`src/rtl/anabellek_hakemi_pkg.sv`:
```
// Shared constants and the latched transaction bundle for the main-memory arbiter.
package anabellek_paket;

    localparam int OBEK_BIT  = 128;
    localparam int ADRES_BIT = 32;

    localparam logic [1:0] BOSTA = 2'd0;
    localparam logic [1:0] ISTEK = 2'd1;
    localparam logic [1:0] BEKLE = 2'd2;
    localparam logic [1:0] TAMAM = 2'd3;

    localparam logic SAHIP_GETIR = 1'b0;
    localparam logic SAHIP_VERI  = 1'b1;

    localparam logic [ADRES_BIT-1:0] ADRES_MASKE =
        {{(ADRES_BIT-4){1'b1}}, 4'h0};

    typedef struct packed {
        logic                 sahip;
        logic                 oku;
        logic                 yaz;
        logic [ADRES_BIT-1:0] adres;
        logic [OBEK_BIT-1:0]  obek;
    } islem_t;

    function automatic logic [ADRES_BIT-1:0] blok_hizala(
        input logic [ADRES_BIT-1:0] a
    );
        return a & ADRES_MASKE;
    endfunction

endpackage

```
`src/rtl/anabellek_hakemi_secici.sv`:
```
// Fetch/data arbitration: data wins unless fetch has waited ACLIK_SINIRI grants.
module anabellek_secici
    import anabellek_paket::*;
#(
    parameter int ACLIK_SINIRI = 4
) (
    input  logic clk_i,
    input  logic rst_i,
    input  logic bosta,
    input  logic getir_istek,
    input  logic veri_istek,
    output logic kazanan,
    output logic verildi
);

    localparam logic [3:0] SINIR = 4'(ACLIK_SINIRI);

    logic [3:0] aclik_q;

    always_comb begin
        verildi = bosta && (getir_istek || veri_istek);
        kazanan = SAHIP_VERI;
        if (getir_istek && (!veri_istek || aclik_q == SINIR))
            kazanan = SAHIP_GETIR;
    end

    always_ff @(posedge clk_i) begin
        if (!rst_i) begin
            aclik_q <= '0;
        end else if (!getir_istek) begin
            aclik_q <= '0;
        end else if (verildi) begin
            if (kazanan == SAHIP_GETIR)
                aclik_q <= '0;
            else
                aclik_q <= aclik_q + 4'd1;
        end
    end

endmodule

```
`src/rtl/anabellek_hakemi.sv`:
```
// Single-port main-memory arbiter/sequencer for getir and data cache.
// Optional BEKLE timeout with sticky hata_o: ANABELLEK_ZAMAN_ASIMI_EN.
module anabellek_hakemi
    import anabellek_paket::*;
#(
    parameter int ACLIK_SINIRI = 4,
    parameter int ZAMAN_ASIMI  = 256
) (
    input  logic                 clk_i,
    input  logic                 rst_i,
    input  logic                 getir_istek_i,
    input  logic [ADRES_BIT-1:0] getir_adres_i,
    output logic                 getir_musait_o,
    output logic                 getir_veri_hazir_o,
    output logic [OBEK_BIT-1:0]  getir_obek_o,
    input  logic                 veri_istek_i,
    input  logic [ADRES_BIT-1:0] veri_adres_i,
    input  logic                 veri_oku_i,
    input  logic                 veri_yaz_i,
    input  logic [OBEK_BIT-1:0]  veri_yaz_obek_i,
    output logic                 veri_musait_o,
    output logic                 veri_hazir_o,
    output logic [OBEK_BIT-1:0]  veri_obek_o,
    output logic                 bellek_istek_o,
    output logic [ADRES_BIT-1:0] bellek_adres_o,
    output logic                 bellek_oku_o,
    output logic                 bellek_yaz_o,
    output logic [OBEK_BIT-1:0]  bellek_yaz_obek_o,
    input  logic                 bellek_musait_i,
    input  logic                 bellek_hazir_i,
    input  logic [OBEK_BIT-1:0]  bellek_obek_i,
    output logic                 hata_o
);

    if (ACLIK_SINIRI < 1 || ACLIK_SINIRI > 15 || ZAMAN_ASIMI < 1)
    begin : g_param_hata
        $error("anabellek_hakemi: parameter out of range");
    end

    logic [1:0]          durum_q;
    logic [1:0]          durum_d;
    islem_t              islem_q;
    islem_t              secim;
    logic                kazanan;
    logic                verildi;
    logic                zaman_doldu;
    logic                bitis;
    logic [OBEK_BIT-1:0] yanit_obek;
    logic [OBEK_BIT-1:0] getir_obek_q;
    logic [OBEK_BIT-1:0] veri_obek_q;

    anabellek_secici #(
        .ACLIK_SINIRI(ACLIK_SINIRI)
    ) u_secici (
        .clk_i      (clk_i),
        .rst_i      (rst_i),
        .bosta      (durum_q == BOSTA),
        .getir_istek(getir_istek_i),
        .veri_istek (veri_istek_i),
        .kazanan    (kazanan),
        .verildi    (verildi)
    );

    // Neither oku nor yaz asserted still means a read refill.
    always_comb begin
        secim = '0;
        if (kazanan == SAHIP_GETIR) begin
            secim.sahip = SAHIP_GETIR;
            secim.oku   = 1'b1;
            secim.adres = blok_hizala(getir_adres_i);
        end else begin
            secim.sahip = SAHIP_VERI;
            secim.adres = blok_hizala(veri_adres_i);
            priority case (1'b1)
                veri_yaz_i: begin
                    secim.yaz  = 1'b1;
                    secim.obek = veri_yaz_obek_i;
                end
                veri_oku_i: secim.oku = 1'b1;
                default:    secim.oku = 1'b1;
            endcase
        end
    end

`ifdef ANABELLEK_ZAMAN_ASIMI_EN
    localparam int SW = $clog2(ZAMAN_ASIMI + 1);
    localparam logic [SW-1:0] SON = SW'(ZAMAN_ASIMI - 1);

    logic [SW-1:0] sayac_q;
    logic          hata_q;

    assign zaman_doldu = (durum_q == BEKLE) && !bellek_hazir_i &&
                         (sayac_q == SON);
    assign hata_o = hata_q;

    always_ff @(posedge clk_i) begin
        if (!rst_i) begin
            sayac_q <= '0;
            hata_q  <= 1'b0;
        end else begin
            sayac_q <= (durum_q == BEKLE) ? sayac_q + SW'(1) : '0;
            if (zaman_doldu)
                hata_q <= 1'b1;
        end
    end
`else
    assign zaman_doldu = 1'b0;
    assign hata_o      = 1'b0;
`endif

    assign bitis = ((durum_q == BEKLE) && bellek_hazir_i) || zaman_doldu;
    assign yanit_obek = bellek_hazir_i ? bellek_obek_i : '0;

    always_comb begin
        durum_d = durum_q;
        unique case (durum_q)
            BOSTA: if (verildi)         durum_d = ISTEK;
            ISTEK: if (bellek_musait_i) durum_d = BEKLE;
            BEKLE: if (bitis)           durum_d = TAMAM;
            TAMAM:                      durum_d = BOSTA;
        endcase
    end

    always_ff @(posedge clk_i) begin
        if (!rst_i) begin
            durum_q      <= BOSTA;
            islem_q      <= '0;
            getir_obek_q <= '0;
            veri_obek_q  <= '0;
        end else begin
            durum_q <= durum_d;
            if (verildi)
                islem_q <= secim;
            if (bitis && islem_q.oku) begin
                if (islem_q.sahip == SAHIP_GETIR)
                    getir_obek_q <= yanit_obek;
                else
                    veri_obek_q <= yanit_obek;
            end
        end
    end

    assign getir_musait_o     = (durum_q == BOSTA);
    assign veri_musait_o      = (durum_q == BOSTA);
    assign getir_veri_hazir_o = (durum_q == TAMAM) &&
                                (islem_q.sahip == SAHIP_GETIR);
    assign veri_hazir_o       = (durum_q == TAMAM) &&
                                (islem_q.sahip == SAHIP_VERI);
    assign getir_obek_o       = getir_obek_q;
    assign veri_obek_o        = veri_obek_q;
    assign bellek_istek_o     = (durum_q == ISTEK);
    assign bellek_adres_o     = islem_q.adres;
    assign bellek_oku_o       = islem_q.oku;
    assign bellek_yaz_o       = islem_q.yaz;
    assign bellek_yaz_obek_o  = islem_q.obek;

endmodule
```
`config.mk`:
```
export PLATFORM = sky130hd
export DESIGN_NAME = anabellek_hakemi
export DESIGN_NICKNAME = d
export VERILOG_FILES = /design/src/rtl/anabellek_hakemi_pkg.sv /design/src/rtl/anabellek_hakemi_secici.sv /design/src/rtl/anabellek_hakemi.sv
export SDC_FILE = /design/constraint.sdc
export NUM_CORES = 1
export LEC_CHECK = 0
export ABC_CLOCK_PERIOD_IN_PS = 4800
export BUFFER_PORTS_ARGS = -buffer_cell sky130_fd_sc_hd__buf_4
export CORE_AREA = 5 5 291 293
export CTS_BUF_LIST = sky130_fd_sc_hd__clkbuf_8
export DETAILED_ROUTE_END_ITERATION = 10
export DIE_AREA = 0 0 296 298
export GPL_TIMING_DRIVEN = 0
export SLEW_MARGIN = 25
export SYNTH_ARGS = -nofsm -noshare
export SYNTH_HDL_FRONTEND = slang
export SYNTH_HIERARCHICAL = 1
export SYNTH_SLANG_ARGS = --single-unit
```
`constraint.sdc`:
```
create_clock -name clk_i -period 4.8 [get_ports clk_i]
set_clock_uncertainty 0.05 [all_clocks]
set_input_delay 0.72 -clock clk_i [delete_from_list [all_inputs] [get_ports clk_i]]
set_output_delay 0.72 -clock clk_i [all_outputs]
set_load 0.02 [all_outputs]
```
======== Word level (Yosys, flattened, before mapping) ========
Index checks and enable logic that the tools add are counted.
storage, ports and cells
  register bits ........................... 425
  output and inout port bits .............. 424
  word-level logic and storage cells ...... 45
  input bits .............................. 328
operators by class
  reductions and logical operators ........ 14
  mux-type cells .......................... 13
  eq/ne operators ......................... 7
  add/sub/neg operators ................... 1
  bitwise operators ....................... 1
operators with widths
  cell                                            count
  two-way mux 128 bit                             3
  two-way mux 32 bit                              1
  two-way mux 2 bit                               4
  one-hot mux 2 bit (4 select lines)              1
  logical AND 1 bit                               6
  AND reduction 2 bit                             3
  adder 4 x 1 -> 4 bit (second input constant)    1
  == test 2 bit (second input constant)           2
  == test 4 x 3 -> 1 bit (second input constant)  1
  two-way mux 4 bit                               1
  != test 2 bit (second input constant)           2
  two-way mux 1 bit                               3
  AND reduction 3 bit                             1
  == test 2 x 1 -> 1 bit (second input constant)  1
  logical NOT 2 bit                               1
  logical OR 1 bit                                2
  != test 2 x 1 -> 1 bit (second input constant)  1
  logical NOT 1 bit                               1
  inverter 1 bit                                  1

======== Longest topological paths before layout ========
Gate-level depths: netlist of run 1.
  word-level depth ........................ 4
  gate-level depth with buffers ........... 11
  depth with buffers taken out ............ 8

======== Hierarchy ========
The synthesis of run 1 kept the hierarchy.
by module, submodules not included
  module            area an instance (um^2)  times used  cells each  sequential area each (um^2)
  anabellek_hakemi  16,423.3                 1           1,744       8,348.0
  anabellek_secici  225.2                    1           27          80.1

======== Worst setup path before layout of run 1 ========
No wires, ideal clock.
  path type ............................... register to register
  start ................................... register durum_q[0]
  end ..................................... register durum_q[0]
  cell stages (with the launch flop) ...... 10
  data required time ...................... 4.678 ns
  clock period less this slack ............ 1.998 ns
  library setup time ...................... 0.072 ns
  data arrival time ....................... 1.877 ns
  slack ................................... 2.802 ns
  path buffers ............................ 2
  cell sequence ........................... dfxtp_1 inv_1 ha_1 o21ai_2 inv_1 buf_4 inv_2 buf_6 a222oi_1 mux2i_1
between the ends
  cells in the longest elaborated chain, start to end .. 4
  elaborated cells between the ends (all ways) .. 11
  those cells by class .................... 6 x eq/ne; 1 x mux; 4 x reduce/logical
RTL lines
  element                               RTL line                       text
  from (decl)                           anabellek_hakemi.sv:40         logic [1:0] durum_q;
  from (signal assigned)                anabellek_hakemi.sv:131        durum_q <= durum_d;
  logical NOT 2 bit                     n/a
  named net getir_musait_o              anabellek_hakemi.sv:13         output logic getir_musait_o,
  logical AND 1 bit                     anabellek_hakemi_secici.sv:21  verildi = bosta && (getir_istek || veri_istek);
  named net verildi                     anabellek_hakemi.sv:45         logic verildi;
  != test 2 bit (no source line)        n/a
  AND reduction 3 bit (no source line)  n/a
The timed path passes the listed nets, and every way through them passes these cells.
A chain may end at the register's enable or synchronous reset.

======== Worst setup path after layout of run 1 ========
  start ................................... register durum_q[0]
  end ..................................... output veri_musait_o
between the ends
  cells in the longest elaborated chain, start to end .. 1
RTL lines
  element            RTL line                 text
  logical NOT 2 bit  anabellek_hakemi.sv:144  assign veri_musait_o = (durum_q == BOSTA);
  to (decl)          anabellek_hakemi.sv:21   output logic veri_musait_o,
No other way between the ends.

==> results of run 1 <==
-- state kept, by name, summed over array words and instances, names as in the netlist --
register,cells
veri_obek_o,128
u_secici/aclik_q,4
bellek_oku_o,1
getir_obek_o,128
bellek_yaz_obek_o,128
islem_q,1
bellek_adres_o,28
bellek_yaz_o,1
durum_q,2
-- layout by cell type (no fill, tap or decap), drive strengths merged, types with 2 or more instances in the layout --
master    Yosys  final
buf         260    997
dfxtp       421    421
o21ai       260    260
nand3       257    257
nand2       163    163
clkbuf       58    148
nor2b       131    131
a22oi       128    128
inv           8     38
mux2i        31     31
o211a        28     28
clkinv        0      9
ha            7      7
conb          1      5
diode         0      4
a21oi         3      3
nand4         3      3
clkinvlp      0      2
bufinv        0      2
-- worst paths after layout --
kind,depth (start not counted),to
hold reg to reg,2,getir_obek_o[114]
hold / removal,3,bellek_yaz_obek_o[98]
setup / recovery,4,veri_musait_o
setup reg to reg,7,veri_obek_o[115]
-- layout make-up --
cell class / instances / area [um2] / area share
Sequential cell: 421 / 8430 / 0.336
Multi-Input combinational cell: 1028 / 6170 / 0.246
Timing Repair Buffer: 737 / 5530 / 0.221
Buffer: 318 / 2040 / 0.0814
Tap cell: 1070 / 1340 / 0.0534
Clock buffer: 90 / 1240 / 0.0494
Clock inverter: 43 / 284 / 0.0113
Inverter: 8 / 30.0 / 0.00120
Antenna cell: 4 / 10.0 / 0.000399
-- per-stage QoR --
step | power, W | instance area, um2 | hold WS [ps] | utilization | setup WS [ps]
2_1_floorplan | 0.00552 | 16700 | 405 | - | 2800
3_3_place_gp | 0.00663 | 23500 | 396 | 0.288 | 1810
3_5_place_dp | 0.00666 | 23500 | 398 | 0.289 | 2050
4_1_cts | 0.0102 | 25100 | 154 | 0.307 | 1980
5_1_grt | 0.0105 | 25100 | 204 | 0.307 | 1940
6_report | 0.0100 | 25100 | 251 | 0.307 | 2080
-- kinds of logic after synthesis --
family                   synth area share
other                            0.000225
multiplexers                       0.0186
XOR/XNOR                         0.000526
AO/OA/AOI/OAI                       0.165
adder cells (fa/ha/maj)           0.00526
flip-flops                          0.506
buffers and inverters               0.124
AND/OR/NAND/NOR                     0.180
-- critical path, delay by kind of cell, from the launching register on --
family	cells	cell delay (ps)
DFF	1	350
buffers and inverters	3	440
adders and majority gates	1	500
-- metal layers --
layer / share of wire / track usage
met5: 0.00031 / 0
met4: 0.043 / 0.0696
met3: 0.093 / 0.0594
met2: 0.47 / 0.279
met1: 0.39 / 0.186
-- power by group through the flow --
stage / registers, W / logic [W] / clock network (W)
floorplan: 0.00398 / 0.00154 / 0
global placement: 0.00397 / 0.00267 / 0
detailed placement: 0.00398 / 0.00268 / 0
CTS: 0.00390 / 0.00269 / 0.00360
global route: 0.00393 / 0.00284 / 0.00375
finish: 0.00390 / 0.00264 / 0.00345
==> results.py, run 1 <==
metrics = {
    "routing": {
        "route.detailed.drc": 0,
        "ant_nets": 0,
        "vias": 15900,
        "drtPass1Iterations": 4,
        "drtIter0Drc": 615,
        "totalWireLength_mm": 76.8,
        "routedWlPerCell_um": 20.6,
        "avgViaCountPerCell": 4.27,
    },
    "timing": {
        "fmax_mhz": 368,
        "period_needed_ps": 2720,
        "slew_violations": 0,
        "tightest_slew_ps": 963,
        "period_share": 0.566,
        "tns_ps": 0,
        "hold_viol": 0,
        "finalSetupViolCount": 0,
        "slew_headroom": 0.358,
        "rsz0062_at_grt": "no",
    },
    "logic_synthesis": {
        "syn_area_mm2": 0.0166,
        "synth.most_common_cell": "dfxtp_1",
        "synth_area_leaders": "dfxtp_1 (51%), buf_4 (7.5%), o21ai_0 (6.6%)",
        "ys_dominant_reg_cell": "dfxtp_1",
        "yosys_warnings": 6,
        "ys_top_cells_by_count": "dfxtp_1 (421), o21ai_0 (218), nand3_1 (217)",
        "avgSynthCellArea_um2": 9.40,
        "synth_edf_count": 0,
        "yosysTopAreaCell": "dfxtp_1",
        "ys_types": 36,
        "netlist_instances": 1771,
        "synth_seq_cells": 421,
        "seq_area_frac_synth": 0.506,
        "synth_top_area_share": 0.506,
        "async_flop_share": 0,
    },
    "clock_network": {
        "path_clk_slew_ps": 60,
        "postCtsSetupBuffers": 0,
        "cts-root-buf": "clkbuf_8",
        "cts_tree": "built",
        "cts_resized": 0,
        "htree_levels": 3,
        "cts_max_path_buffers": 3,
        "cts_inserted_buffers": 76,
        "clock_sinks": 421,
        "worstSkewPairLatency_ps": 670,
        "ctsHoldBuffers": 0,
    },
    "grt": {
        "grt_usage": 0.164,
        "antenna_found_initial": 6,
        "grt_pass1_vias": 16200,
        "grt_pass1_wl_mm": 108,
        "grt_max_degree": 13,
        "grt.overflow.total": 0,
    },
    "floorplanning": {
        "num_rows": 105,
        "coreArea_mm2": 0.0816,
        "die-height_um": 298,
        "die_x_um": 296,
        "die_area_mm2": 0.0882,
        "initial_core_util": 0.204,
        "io_pins": 752,
    },
    "finish": {
        "area_delta_synth_final_pct": 50.6,
        "fin_nets": 2925,
        "drive_gt1_frac": 0.439,
        "fillers": 8803,
        "final_cells": 3719,
    },
    "setup_path": {
        "cp-start-kind": "flop",
        "crit_arrival_ps": 1950,
        "rr_startpoint": "durum_q[0]",
        "worst_path_max_delay_cell": "ha_1",
        "critPathRequiredTime_ps": 4030,
        "crit_top_cell": "buf_4",
        "r2r_slack_ps": 2130,
        "critPathMaxFanout": 10,
        "end_kind": "output port",
        "path_class": "reg2out",
        "cp-startpoint": "durum_q[0]",
        "max_stage_delay_ps": 500,
        "crit_chain": "inv_1, ha_1, buf_4, buf_4",
    },
    "place": {
        "gp_congestion": 0.908,
        "dp.cells": 3582,
        "dpl.hpwl_mm": 60.3,
        "port_buffers": 737,
    },
    "pwr": {
        "powerDensity_mw_per_mm2": 399,
        "netSwitchingPower_w": 0.00326,
        "leakage_nw": 11.4,
        "ir_worst_vdd_uv": 249,
        "switching_share": 0.326,
        "pwr-share-clk": 0.345,
        "power.internal_w": 0.00674,
        "p_seq_frac": 0.390,
        "pwr-share-comb": 0.265,
    },
    "run": {
        "cap_violations": 0,
    },
    "worst_hold_path": {
        "hp-start": "veri_yaz_obek_i[98]",
        "hp-class": "in2reg",
    },
    "outcome": {
        "outcome": "finished clean",
    },
}
No activity file was read; power rests on OpenSTA's default activity.
==> run 2, diff against run 1 <==
Settings changed: ABC_CLOCK_PERIOD_IN_PS 4800 to 2400, CORE_AREA 5 5 291 293 to 5 5 292 294, DIE_AREA 0 0 296 298 to 0 0 297 299.
Clock period 4.8 ns to 2.4 ns, I/O delays scaled along.
==> results.py, run 2 (synthesized netlist as in run 1, its figures left out) <==
metrics = {
    "timing": {
        "tightest_slew_ps": 1120,
        "slew_violations": 0,
        "slew_headroom": 0.254,
        "finalSetupViolCount": 0,
        "fmax_mhz": 439,
        "period_share": 0.949,
        "period_needed_ps": 2280,
        "rsz0062_at_grt": "no",
        "hold_viol": 0,
        "tns_ps": 0,
    },
    "worst_hold_path": {
        "hp-class": "in2reg",
    },
    "grt": {
        "grt_usage": 0.171,
        "grt_max_degree": 13,
        "grt.overflow.total": 0,
        "grt_pass1_wl_mm": 117,
        "antenna_found_initial": 5,
        "grt_pass1_vias": 18000,
    },
    "clock_network": {
        "cts-root-buf": "clkbuf_8",
        "cts_tree": "built",
        "path_clk_slew_ps": 60,
        "clock_sinks": 421,
        "cts_max_path_buffers": 3,
        "worstSkewPairLatency_ps": 630,
        "cts_inserted_buffers": 77,
        "htree_levels": 3,
        "postCtsSetupBuffers": 0,
    },
    "routing": {
        "vias": 17300,
        "drtIter0Drc": 788,
        "drtPass1Iterations": 4,
        "routedWlPerCell_um": 19.9,
        "route.detailed.drc": 0,
        "totalWireLength_mm": 80.2,
        "ant_nets": 0,
        "avgViaCountPerCell": 4.29,
    },
    "place": {
        "dpl_cell_area_mm2": 0.0236,
        "dp.cells": 3592,
        "port_buffers": 737,
        "gp_congestion": 0.902,
        "dpl.hpwl_mm": 59.9,
    },
    "floorplanning": {
        "die_area_mm2": 0.0888,
        "initial_core_util": 0.201,
        "coreArea_mm2": 0.0826,
        "num_rows": 106,
        "io_pins": 752,
        "die-height_um": 299,
        "die_x_um": 297,
    },
    "finish": {
        "final_util": 0.341,
        "area_delta_synth_final_pct": 69.1,
        "final_cells": 4035,
        "final_cell_mix": "buf_4 (907), dfxtp_1 (421), dlygate4sd3_1 (312)",
        "fin_nets": 3238,
        "multi_input_area_mm2": 0.00617,
        "seq_area_mm2": 0.00843,
        "drive_gt1_frac": 0.397,
        "final_common_cell": "buf_4",
        "fillers": 8466,
        "final_design_area_no_fill_mm2": 0.0282,
    },
    "setup_path": {
        "worst_path_max_delay_cell": "dfxtp_1",
        "end_kind": "flop",
        "rr_startpoint": "durum_q[0]",
        "max_stage_delay_ps": 400,
        "cp.depth": 9,
        "crit_buf_inv": 5,
        "r2r_slack_ps": 120,
        "critPathMaxFanout": 10,
        "critPathRequiredTime_ps": 2900,
        "worstSetupEndpoint": "getir_obek_o[86]",
        "path_class": "reg2reg",
        "r2r_end": "getir_obek_o[86]",
        "cp-start-kind": "flop",
        "crit_arrival_ps": 2780,
        "cp-startpoint": "durum_q[0]",
        "r2r_cells": 9,
        "crit_family": "buffers and inverters",
        "crit_chain": "inv_1, ha_1, nand4b_4, buf_6, buf_6, buf_8, buf_8, nand3_2, o21ai_2",
    },
    "pwr": {
        "ir_worst_vdd_uv": 419,
        "powerDensity_mw_per_mm2": 719,
        "leakage_nw": 12.7,
    },
    "outcome": {
        "outcome": "finished clean",
    },
    "run": {
        "cap_violations": 0,
    },
}
## run 2: worst min path at each step
stage                     depth (start not counted)          startpoint                 end
after global placement                            2   getir_obek_o[109]   getir_obek_o[109]
final                                             4     veri_adres_i[9]   bellek_adres_o[9]
after detailed placement                          2    getir_obek_o[99]    getir_obek_o[99]
after global routing                              4    veri_adres_i[17]  bellek_adres_o[17]
after CTS                                         4    veri_adres_i[17]  bellek_adres_o[17]
after floorplan                                   1  bellek_adres_o[10]  bellek_adres_o[10]
## run 2: per-layer routing
metal / up-vias / track usage / part of all wire
li1: 8255 / - / -
met1: 8265 / 0.197 / 0.40
met2: 659 / 0.300 / 0.49
met3: 142 / 0.0541 / 0.073
met4: 2 / 0.0587 / 0.033
met5: - / 0 / 0.00016
## run 2: cell type report
| cell class | instances | share of cell area |
|---|---|---|
| Timing Repair Buffer | 1049 | 0.307 |
| Sequential cell | 421 | 0.299 |
| Multi-Input combinational cell | 1028 | 0.219 |
| Buffer | 318 | 0.0738 |
| Tap cell | 1080 | 0.0480 |
| Clock buffer | 87 | 0.0425 |
| Clock inverter | 38 | 0.00826 |
| Inverter | 8 | 0.00107 |
| Antenna cell | 6 | 0.000533 |
## run 2: timing repair
action,in CTS,in global routing
endpoints found under the hold margin,413,0
resized for setup,16,14
hold buffers,312,0
pin swaps,0,0
setup endpoints to repair,92,57
## run 2: stage by stage
step	total power (W)	worst slack (ps)	hold WS [ps]
global route	0.0212	19.1	33.9
finish	0.0203	121	91.0
floorplan	0.0110	402	405
global placement	0.0133	-498	396
detailed placement	0.0133	-530	398
CTS	0.0205	18.1	1.29
## run 2: report_power, final
group	internal [W]	switching, W
Sequential	0.00751	0.000303
Clock	0.00343	0.00318
Combinational	0.00268	0.00315
## run 2: worst register-to-register path: stages, from the launching register on
cell	delay (ps)
dfxtp_1	400
inv_1	100
ha_1	320
nand4b_4	200
buf_6	230
buf_6	210
buf_8	240
buf_8	210
nand3_2	140
o21ai_2	120
==> run 3, diff against run 2 <==
--- a/config.mk
+++ b/config.mk
@@ -8,9 +8,13 @@
 export ABC_CLOCK_PERIOD_IN_PS = 2400
 export BUFFER_PORTS_ARGS = -buffer_cell sky130_fd_sc_hd__buf_4
-export CORE_AREA = 5 5 292 294
+export CELL_PAD_IN_SITES_DETAIL_PLACEMENT = 0
+export CELL_PAD_IN_SITES_GLOBAL_PLACEMENT = 1
+export CORE_AREA = 5 5 287 289
 export CTS_BUF_LIST = sky130_fd_sc_hd__clkbuf_8
+export CTS_CLUSTER_SIZE = 10
 export DETAILED_ROUTE_END_ITERATION = 10
-export DIE_AREA = 0 0 297 299
+export DIE_AREA = 0 0 292 294
 export GPL_TIMING_DRIVEN = 0
+export PLACE_DENSITY_LB_ADDON = 0.1
 export SLEW_MARGIN = 25
 export SYNTH_ARGS = -nofsm -noshare
==> constraint.sdc (replaced) <==
create_clock -name clk_i -period 2.4 [get_ports clk_i]
set_clock_uncertainty 0.05 [all_clocks]
set_input_delay 0.24 -clock clk_i [delete_from_list [all_inputs] [get_ports clk_i]]
set_output_delay 0.24 -clock clk_i [all_outputs]
set_load 0.02 [all_outputs]
==> results.py, run 3 (synthesized netlist as in run 1, its figures left out) <==
metrics = {
    "setup_path": {
        "rr_startpoint": "durum_q[0]",
        "crit_arrival_ps": 2670,
        "cp-start-kind": "flop",
        "critPathRequiredTime_ps": 2860,
        "path_class": "reg2reg",
        "r2r_end": "veri_obek_o[30]",
        "r2r_cells": 6,
        "end_kind": "flop",
        "r2r_slack_ps": 180,
        "critPathMaxFanout": 10,
    },
    "timing": {
        "slew_violations": 0,
        "hold_viol": 0,
        "timing.hold.ws_ps": 330,
        "tightest_slew_ps": 797,
        "period_needed_ps": 2220,
        "finalSetupViolCount": 0,
        "finalWorstSetupSlack_ps": 181,
        "rsz0062_at_grt": "yes",
        "period_share": 0.925,
        "fmax_mhz": 451,
        "tns_ps": 0,
        "slew_headroom": 0.469,
    },
    "grt": {
        "use_met3": 0.0636,
        "grt_usage": 0.184,
        "grt-busiest-layer": "met2",
        "grt_pass1_wl_mm": 120,
        "use_met1": 0.204,
        "grt.overflow.total": 0,
        "grt_max_degree": 13,
        "antenna_found_initial": 8,
        "grt_pass1_vias": 18100,
        "use_met2": 0.331,
    },
    "place": {
        "dpl.hpwl_mm": 64.2,
        "port_buffers": 737,
        "gp_congestion": 0.824,
        "dp.cells": 3572,
        "post-place-ws_ps": -22.9,
    },
    "floorplanning": {
        "die_x_um": 292,
        "die-height_um": 294,
        "initial_core_util": 0.209,
        "coreArea_mm2": 0.0796,
        "io_pins": 752,
        "die_area_mm2": 0.0858,
        "num_rows": 104,
    },
    "finish": {
        "fin_nets": 3252,
        "fillers": 8435,
        "final_common_cell": "buf_4",
        "final_cell_mix": "buf_4 (906), dfxtp_1 (421), dlygate4sd3_1 (318)",
        "area_delta_synth_final_pct": 71.7,
        "final_cells": 4052,
        "final_util": 0.359,
        "drive_gt1_frac": 0.399,
    },
    "routing": {
        "routedWlPerCell_um": 20.6,
        "drtIter0Drc": 520,
        "avgViaCountPerCell": 4.20,
        "totalWireLength_mm": 83.6,
        "drtPass1Iterations": 4,
        "ant_nets": 0,
        "route.detailed.drc": 0,
        "vias": 17000,
    },
    "pwr": {
        "powerDensity_mw_per_mm2": 752,
        "leakage_nw": 12.9,
        "ir_worst_vdd_uv": 477,
    },
    "clock_network": {
        "clock_sinks": 421,
        "cts_max_path_buffers": 3,
        "worstSkewPairLatency_ps": 650,
        "cts-root-buf": "clkbuf_8",
        "path_clk_slew_ps": 60,
        "postCtsSetupBuffers": 0,
        "cts_tree": "built",
        "htree_levels": 3,
        "cts_inserted_buffers": 85,
    },
    "worst_hold_path": {
        "hp-start": "veri_yaz_obek_i[59]",
        "hp-class": "in2reg",
        "holdPathStages": 4,
        "min_to": "bellek_yaz_obek_o[59]",
    },
    "run": {
        "cap_violations": 0,
    },
    "outcome": {
        "outcome": "finished clean",
    },
}
-- run 3: cell count changes in the layout (fill, tap and decap cells not counted), moves of 2 or more --
cell and change:
clkbuf_8 +32, dlygate4sd3_1 +6, buf_1 +5, clkbuf_1 +4, clkbuf_2 -4, clkbuf_4 -4, clkinv_8 -2, inv_8 +2
-- run 3: cell type report --
| type | instances | area, um2 | share of cell area |
|---|---|---|---|
| Inverter | 8 | 30.0 | 0.00105 |
| Tap cell | 1060 | 1330 | 0.0464 |
| Sequential cell | 421 | 8430 | 0.295 |
| Antenna cell | 5 | 12.5 | 0.000438 |
| Timing Repair Buffer | 1055 | 8720 | 0.305 |
| Multi-Input combinational cell | 1028 | 6170 | 0.216 |
| Clock buffer | 119 | 1640 | 0.0573 |
| Buffer | 318 | 2060 | 0.0719 |
| Clock inverter | 38 | 210 | 0.00735 |
-- run 3: what timing repair did --
item | 4_1_cts | 5_1_grt
endpoints found under the hold margin | 418 | 0
resized for setup | 3 | 9
setup endpoints to repair | 21 | 163
hold buffers | 318 | 0
-- run 3: through the flow --
step / total power, W / area [um2]
5_1_grt: 0.0226 / 28600
3_3_place_gp: 0.0133 / 23500
6_report: 0.0215 / 28600
2_1_floorplan: 0.0110 / 16700
3_5_place_dp: 0.0133 / 23500
4_1_cts: 0.0220 / 28600
-- run 3: worst max-delay path by stage --
stage / to / slack, ps / depth (start not counted) / startpoint
5_1_grt: durum_q[1] / -8 / 9 / durum_q[1]
4_1_cts: durum_q[1] / 20 / 9 / durum_q[0]
2_1_floorplan: durum_q[0] / 400 / 9 / durum_q[0]
3_5_place_dp: bellek_yaz_obek_o[80] / -20 / 10 / durum_q[0]
3_3_place_gp: veri_obek_o[25] / -310 / 6 / durum_q[0]
6_report: veri_obek_o[30] / 180 / 6 / durum_q[0]
-- run 3: power by group --
part	switching, W	internal, W	total, W
Clock	0.00342	0.00452	0.00794
Combinational	0.00308	0.00268	0.00576
Sequential	0.000287	0.00751	0.00779
Total	0.00679	0.0147	0.0215
-- run 3: worst max-delay path, stage by stage (launching register included) --
cell,delay (ps)
dfxtp_1,380
inv_1,100
ha_1,280
nand4_1,180
buf_2,480
clkbuf_1,440
o21ai_0,160
-- run 3: per-layer routing --
layer	share of wire	vias up
met5	0.00032	-
met4	0.029	4
met3	0.078	116
met2	0.50	547
met1	0.39	8055
li1	-	8297
